**src/rtl/multicycle_ctrl_if.sv**
```systemverilog
// Control bundle between the multicycle MIPS controller and its datapath.
// master = controller side, slave = datapath side.
interface multicycle_ctrl_if;
  logic [5:0] op;
  logic [5:0] funct;
  logic       zero;
  logic       mem_ready;
  logic       iord;
  logic       irwrite;
  logic       pcen;
  logic       memwrite;
  logic       regwrite;
  logic       regdst;
  logic       memtoreg;
  logic       alusrca;
  logic [1:0] alusrcb;
  logic [1:0] pcsrc;
  logic [2:0] alucontrol;
  logic [3:0] state;
  logic       retire;
  logic       illegal;

  modport master (
    input  op, funct, zero, mem_ready,
    output iord, irwrite, pcen, memwrite, regwrite, regdst, memtoreg,
           alusrca, alusrcb, pcsrc, alucontrol, state, retire, illegal
  );

  modport slave (
    output op, funct, zero, mem_ready,
    input  iord, irwrite, pcen, memwrite, regwrite, regdst, memtoreg,
           alusrca, alusrcb, pcsrc, alucontrol, state, retire, illegal
  );
endinterface

```
**src/rtl/multicycle_ctrl.sv**
```systemverilog
// Moore FSM plus ALU decode sequencing a shared-ALU, shared-memory multicycle
// MIPS datapath (lw, sw, R-type, beq, addi, j) with memory wait-state stalls.
module multicycle_ctrl #(
  parameter int MEM_WAIT = 1
) (
  input logic              clk,
  input logic              reset,
  multicycle_ctrl_if.master bus
);
  localparam logic [5:0] OP_RTYPE = 6'b000000;
  localparam logic [5:0] OP_LW    = 6'b100011;
  localparam logic [5:0] OP_SW    = 6'b101011;
  localparam logic [5:0] OP_BEQ   = 6'b000100;
  localparam logic [5:0] OP_ADDI  = 6'b001000;
  localparam logic [5:0] OP_J     = 6'b000010;

  typedef enum logic [3:0] {
    S_FETCH   = 4'd0,  S_DECODE  = 4'd1,  S_MEMADR = 4'd2,  S_MEMRD  = 4'd3,
    S_MEMWB   = 4'd4,  S_MEMWR   = 4'd5,  S_EXECUTE = 4'd6, S_ALUWB  = 4'd7,
    S_BRANCH  = 4'd8,  S_ADDIEX  = 4'd9,  S_ADDIWB = 4'd10, S_JUMP   = 4'd11
  } state_t;

  state_t     state_reg, state_next, cur;
  logic       is_lw_reg;
  logic       ready;
  logic       funct_ok;
  logic [2:0] funct_alu;
  logic       op_ok;

  logic irwrite_c, pcwrite_c, branch_c, memwrite_c, regwrite_c, retire_c, illegal_c;

  assign ready = (MEM_WAIT != 0) ? bus.mem_ready : 1'b1;

  always_comb begin
    funct_ok  = 1'b1;
    funct_alu = 3'b010;
    case (bus.funct)
      6'b100000: funct_alu = 3'b010;
      6'b100010: funct_alu = 3'b110;
      6'b100100: funct_alu = 3'b000;
      6'b100101: funct_alu = 3'b001;
      6'b101010: funct_alu = 3'b111;
      default:   funct_ok  = 1'b0;
    endcase
  end

  always_comb begin
    op_ok = 1'b0;
    case (bus.op)
      OP_LW, OP_SW, OP_BEQ, OP_ADDI, OP_J: op_ok = 1'b1;
      OP_RTYPE:                             op_ok = funct_ok;
      default:                              op_ok = 1'b0;
    endcase
  end

  // lw/sw choice is latched in DECODE so op is not consulted again in MEMADR.
  always_ff @(posedge clk) begin
    if (reset) begin
      state_reg <= S_FETCH;
      is_lw_reg <= 1'b0;
    end else begin
      state_reg <= state_next;
      if (state_reg == S_DECODE)
        is_lw_reg <= (bus.op == OP_LW);
    end
  end

  always_comb begin
    state_next = S_FETCH;
    case (state_reg)
      S_FETCH:   state_next = ready ? S_DECODE : S_FETCH;
      S_DECODE: begin
        case (bus.op)
          OP_LW, OP_SW: state_next = S_MEMADR;
          OP_RTYPE:     state_next = funct_ok ? S_EXECUTE : S_FETCH;
          OP_BEQ:       state_next = S_BRANCH;
          OP_ADDI:      state_next = S_ADDIEX;
          OP_J:         state_next = S_JUMP;
          default:      state_next = S_FETCH;
        endcase
      end
      S_MEMADR:  state_next = is_lw_reg ? S_MEMRD : S_MEMWR;
      S_MEMRD:   state_next = ready ? S_MEMWB : S_MEMRD;
      S_MEMWR:   state_next = ready ? S_FETCH : S_MEMWR;
      S_EXECUTE: state_next = S_ALUWB;
      S_ADDIEX:  state_next = S_ADDIWB;
      default:   state_next = S_FETCH;
    endcase
  end

  // During reset the outputs show FETCH values; enables are gated off below.
  always_comb begin
    cur            = reset ? S_FETCH : state_reg;
    bus.iord       = 1'b0;
    bus.regdst     = 1'b0;
    bus.memtoreg   = 1'b0;
    bus.alusrca    = 1'b0;
    bus.alusrcb    = 2'b00;
    bus.pcsrc      = 2'b00;
    bus.alucontrol = 3'b010;
    irwrite_c      = 1'b0;
    pcwrite_c      = 1'b0;
    branch_c       = 1'b0;
    memwrite_c     = 1'b0;
    regwrite_c     = 1'b0;
    retire_c       = 1'b0;
    illegal_c      = 1'b0;
    case (cur)
      S_FETCH: begin
        bus.alusrcb = 2'b01;
        irwrite_c   = ready;
        pcwrite_c   = ready;
      end
      S_DECODE: begin
        bus.alusrcb = 2'b11;
        illegal_c   = ~op_ok;
      end
      S_MEMADR, S_ADDIEX: begin
        bus.alusrca = 1'b1;
        bus.alusrcb = 2'b10;
      end
      S_MEMRD: bus.iord = 1'b1;
      S_MEMWB: begin
        bus.memtoreg = 1'b1;
        regwrite_c   = 1'b1;
        retire_c     = 1'b1;
      end
      S_MEMWR: begin
        bus.iord   = 1'b1;
        memwrite_c = 1'b1;
        retire_c   = ready;
      end
      S_EXECUTE: begin
        bus.alusrca    = 1'b1;
        bus.alucontrol = funct_alu;
      end
      S_ALUWB: begin
        bus.regdst = 1'b1;
        regwrite_c = 1'b1;
        retire_c   = 1'b1;
      end
      S_ADDIWB: begin
        regwrite_c = 1'b1;
        retire_c   = 1'b1;
      end
      S_BRANCH: begin
        bus.alusrca    = 1'b1;
        bus.alucontrol = 3'b110;
        bus.pcsrc      = 2'b01;
        branch_c       = 1'b1;
        retire_c       = 1'b1;
      end
      S_JUMP: begin
        bus.pcsrc = 2'b10;
        pcwrite_c = 1'b1;
        retire_c  = 1'b1;
      end
      default: ;
    endcase
  end

  assign bus.state    = cur;
  assign bus.irwrite  = irwrite_c & ~reset;
  assign bus.pcen     = (pcwrite_c | (branch_c & bus.zero)) & ~reset;
  assign bus.memwrite = memwrite_c & ~reset;
  assign bus.regwrite = regwrite_c & ~reset;
  assign bus.retire   = retire_c & ~reset;
  assign bus.illegal  = illegal_c & ~reset;
endmodule
```
**src/flat_wrapper.sv**
```systemverilog
// flat-port wrapper written by rule: the top's interface ports become plain ports
module multicycle_ctrl_flat 
#(
  parameter int MEM_WAIT = 1
)
  (clk, reset, bus_op, bus_funct, bus_zero, bus_mem_ready, bus_iord, bus_irwrite, bus_pcen, bus_memwrite, bus_regwrite, bus_regdst, bus_memtoreg, bus_alusrca, bus_alusrcb, bus_pcsrc, bus_alucontrol, bus_state, bus_retire, bus_illegal);
  multicycle_ctrl_if bus_i ();
  input logic clk;
  input logic reset;
  input wire logic [$bits(bus_i.op)-1:0] bus_op;
  input wire logic [$bits(bus_i.funct)-1:0] bus_funct;
  input wire logic [$bits(bus_i.zero)-1:0] bus_zero;
  input wire logic [$bits(bus_i.mem_ready)-1:0] bus_mem_ready;
  output wire logic [$bits(bus_i.iord)-1:0] bus_iord;
  output wire logic [$bits(bus_i.irwrite)-1:0] bus_irwrite;
  output wire logic [$bits(bus_i.pcen)-1:0] bus_pcen;
  output wire logic [$bits(bus_i.memwrite)-1:0] bus_memwrite;
  output wire logic [$bits(bus_i.regwrite)-1:0] bus_regwrite;
  output wire logic [$bits(bus_i.regdst)-1:0] bus_regdst;
  output wire logic [$bits(bus_i.memtoreg)-1:0] bus_memtoreg;
  output wire logic [$bits(bus_i.alusrca)-1:0] bus_alusrca;
  output wire logic [$bits(bus_i.alusrcb)-1:0] bus_alusrcb;
  output wire logic [$bits(bus_i.pcsrc)-1:0] bus_pcsrc;
  output wire logic [$bits(bus_i.alucontrol)-1:0] bus_alucontrol;
  output wire logic [$bits(bus_i.state)-1:0] bus_state;
  output wire logic [$bits(bus_i.retire)-1:0] bus_retire;
  output wire logic [$bits(bus_i.illegal)-1:0] bus_illegal;
  assign bus_i.op = bus_op;
  assign bus_i.funct = bus_funct;
  assign bus_i.zero = bus_zero;
  assign bus_i.mem_ready = bus_mem_ready;
  assign bus_iord = bus_i.iord;
  assign bus_irwrite = bus_i.irwrite;
  assign bus_pcen = bus_i.pcen;
  assign bus_memwrite = bus_i.memwrite;
  assign bus_regwrite = bus_i.regwrite;
  assign bus_regdst = bus_i.regdst;
  assign bus_memtoreg = bus_i.memtoreg;
  assign bus_alusrca = bus_i.alusrca;
  assign bus_alusrcb = bus_i.alusrcb;
  assign bus_pcsrc = bus_i.pcsrc;
  assign bus_alucontrol = bus_i.alucontrol;
  assign bus_state = bus_i.state;
  assign bus_retire = bus_i.retire;
  assign bus_illegal = bus_i.illegal;
  multicycle_ctrl #(.MEM_WAIT(MEM_WAIT)) u_core (.clk(clk), .reset(reset), .bus(bus_i));
endmodule
```
**config.mk**
```make
export PLATFORM = sky130hd
export DESIGN_NAME = multicycle_ctrl_flat
export DESIGN_NICKNAME = d
export VERILOG_FILES = /design/src/rtl/multicycle_ctrl_if.sv /design/src/rtl/multicycle_ctrl.sv /design/src/flat_wrapper.sv
export SDC_FILE = /design/constraint.sdc
export NUM_CORES = 1
export LEC_CHECK = 0
export CAP_MARGIN = 20
export CORE_ASPECT_RATIO = 1.2
export CORE_MARGIN = 2
export CORE_UTILIZATION = 41
export CTS_CLUSTER_DIAMETER = 30
export CTS_CLUSTER_SIZE = 10
export DETAILED_ROUTE_END_ITERATION = 7
export PLACE_DENSITY = 0.93
export SYNTH_ARGS = -nofsm -noshare
export SYNTH_HDL_FRONTEND = slang
export SYNTH_SLANG_ARGS = --single-unit
```
**constraint.sdc**
```tcl
create_clock -name clk -period 4.1 [get_ports clk]
set_input_delay 0.41 -clock clk [delete_from_list [all_inputs] [get_ports clk]]
set_output_delay 0.41 -clock clk [all_outputs]
set_load 0.01 [all_outputs]
```
==> out/results.txt <==
status = finished, final reports clean
Placed Cells = 147
# DRC = 0
Root Driver = clkbuf_4
final WL = 2.184 mm
I/O pin cnt = 37
Post-synth top cells = nor2_1 (10), a21oi_1 (8), nor3_1 (7)
WL/cell = 14.46 µm
post-DR vias/cell = 5.854
Fin. Hold Viols = 0
RD Place Congestion = 0.7632
Crit path arrival time = 2.75 ns
1st-pass router iterations = 4
Avg Inst Size Synth = 6.938 µm²
P_leak = 0.0003720 µW
Post-synth EDFFs = 0
DP HPWL = 1.730 mm
initial antenna violation count = 0
Slew Limit Fails = 0
all-layer global routing usage = 23.70%
WL met2 = 1.141 mm
fillers = 152
post-synth top area share = 14.57%
largest family of logic cells by synthesized area = simple AND/OR/NAND/NOR gates
total CTS buffers = 3
GRT Residual Overflow = 0
Post-Synth Simple-Gate Area = 49.54%
Antenna Cells = 0
Tmin final = 3.156 ns
synth unique cells = 42
top sig layer = met4
R2R depth = 4
final setup vio count = 0
wire length on met3 = 99 µm
slew at the pin closest to its max-slew limit = 0.5385 ns
register bit count reported by yosys = 5
CTS tree = built
CP Cell Sequence = clkdlybuf4s50_1, nand2b_4, clkinv_2, nand2_1, nand4bb_1, or4b_1, clkdlybuf4s50_1
# clock sinks = 5
Metal-1 WL = 880 µm
Critical Path Most Common Cell = clkdlybuf4s50_1
RSZ-0062 raised after global routing = no
worst-skew pair later-pin latency = 0.24 ns
I/O Buffers = 36
storage element area = 100.1 µm²
XOR/XNOR share of the synthesized area = 2.550%
period utilisation layout = 76.99%
Max IR drop VDD = 0.0002256 V
CP max stage delay = 0.66 ns
net count reported at finish = 150
register area share after synthesis = 14.57%
Die Footprint = 2020 µm²
Post-CTS Setup Bufs = 0
Die Width = 41.37 µm
Syn Nets = 115
adder-cell share of the synthesized area = 0%
Slowest cell on crit path = clkdlybuf4s50_1
kind of critical path = in2out
Cell Area, Placed = 1046 µm²
Max-slew headroom = 64.05%
vias in the first global route = 818
top post-synthesis cells by area = dfxtp_1 (15%), a21oi_1 (5.8%), nor2_1 (5.5%)
fraction of layout cells with a size suffix above 1 = 3.759%
max FFs per register = 4
Netlist Area Pre-Place = 686.9 µm²
post-route ant nets = 0
Max Fclk = 0.3168 GHz
largest area contributor in the netlist = dfxtp_1
area occupied by multi-input gates = 554.3 µm²
count leader, synth = nor2_1
Initial Utilization = 42.89%
Max clock buf depth = 2
TNS Setup = 0 ns
Crit path max-delay family = buffers and inverters
vias = 884
hold depth = 2
max cap viols = 0
DR iter-0 viols = 18
Area Growth Syn to Fin = 56.10%
asr flop ratio synth = 0%
Synth Area in Compound Gates = 25.68%
cell count along the critical path = 7
Design Area, Final = 1072 µm²
first-pass GRT wire length = 3.443 mm
ys flop type = dfxtp_1
Max FO, Critical Path = 15
Worst Path Buf+Inv = 3
CTS clk-pin slew, worst paths = 0.04 ns
Worst setup EP type = output pin
DIE HEIGHT = 48.84 µm
CTS H-tree lvls = 1
Core ar. = 1602 µm²
Finished Layout Cells = 151
Mapped Cells = 99
largest net degree at the start of global routing = 19
total of warnings raised by yosys = 0
Hold WC Path Type = reg2reg
Power Density = 149.0 nW/µm²
Hold Buf Count CTS = 0
CP Launch Type = input port
multiplexer share of the synthesized area = 2.914%
FP Rows = 16
Critical Path RT = 3.69 ns
Worst Skew = 0.004988 ns
post-cts resize count = 0
-- area by class of cell --
| type | instances | share of cell area, % |
|---|---|---|
| Inverter | 2 | 0.8168 |
| Sequential cell | 5 | 9.335 |
| Multi-Input combinational cell | 86 | 51.69 |
| Clock buffer | 4 | 2.450 |
| Timing Repair Buffer | 36 | 33.61 |
| Tap cell | 18 | 2.100 |
-- per-layer routing --
metal  global-route usage (%)  vias up
met2                    39.06       32
met4                    8.602        0
met3                    5.479        6
met1                    28.13      409
met5                        0        -
li1                         -      437
-- worst paths after layout --
kind	from	to	slack [ns]
worst max register to register	u_core.state_reg[0]	u_core.state_reg[1]	2.45
worst min-delay path	u_core.is_lw_reg	u_core.is_lw_reg	0.52
worst min register to register	u_core.is_lw_reg	u_core.is_lw_reg	0.52
worst max-delay path	reset	bus_alucontrol[1]	0.94
-- per-stage QoR --
stage / worst slack [ns] / total power (µW) / hold WS [ns] / util (%)
floorplan: 2.275 / 73.38 / 0.4629 / -
global placement: 1.051 / 100.9 / 0.4848 / 65.31
detailed placement: 0.9622 / 103.3 / 0.5135 / 65.31
CTS: 0.9607 / 160.9 / 0.5205 / 66.95
global route: 0.8072 / 168.8 / 0.5476 / 66.95
finish: 0.9435 / 159.8 / 0.5167 / 66.95
-- cells in the final DEF, fill, tap and decap left out, types with 2 or more instances in the layout --
master	count
clkdlybuf4s50_1	36
nor3b_1	5
nand2_1	5
nor2b_1	6
o21a_1	2
and4_1	2
nor4_1	3
o21ai_1	2
clkbuf_4	3
a21oi_1	8
nor3_1	7
mux2i_1	2
nand2b_1	4
and4b_1	2
o21ai_0	4
nor2_1	10
dfxtp_1	5
a21o_1	2
-- where the power goes --
group / leakage (µW) / switching, µW / internal [µW]
clock: 0.0000150 / 20.2 / 36.8
sequential: 0.0000405 / 3.13 / 49.6
combinational: 0.000317 / 22.2 / 27.9
total: 0.000372 / 45.5 / 114
-- kinds of logic after synthesis --
group | Yosys count
XOR/XNOR | 2
AND/OR/NAND/NOR | 55
buffers and inverters | 8
AO/OA/AOI/OAI | 27
flip-flops | 5
multiplexers | 2
-- worst register-to-register path: cells and delay by family (launching register included) --
family	cells	cell delay, ns
flops	1	0.60
simple gates	2	0.67
compound gates	2	0.28
No activity file was read; power rests on OpenSTA's default activity.
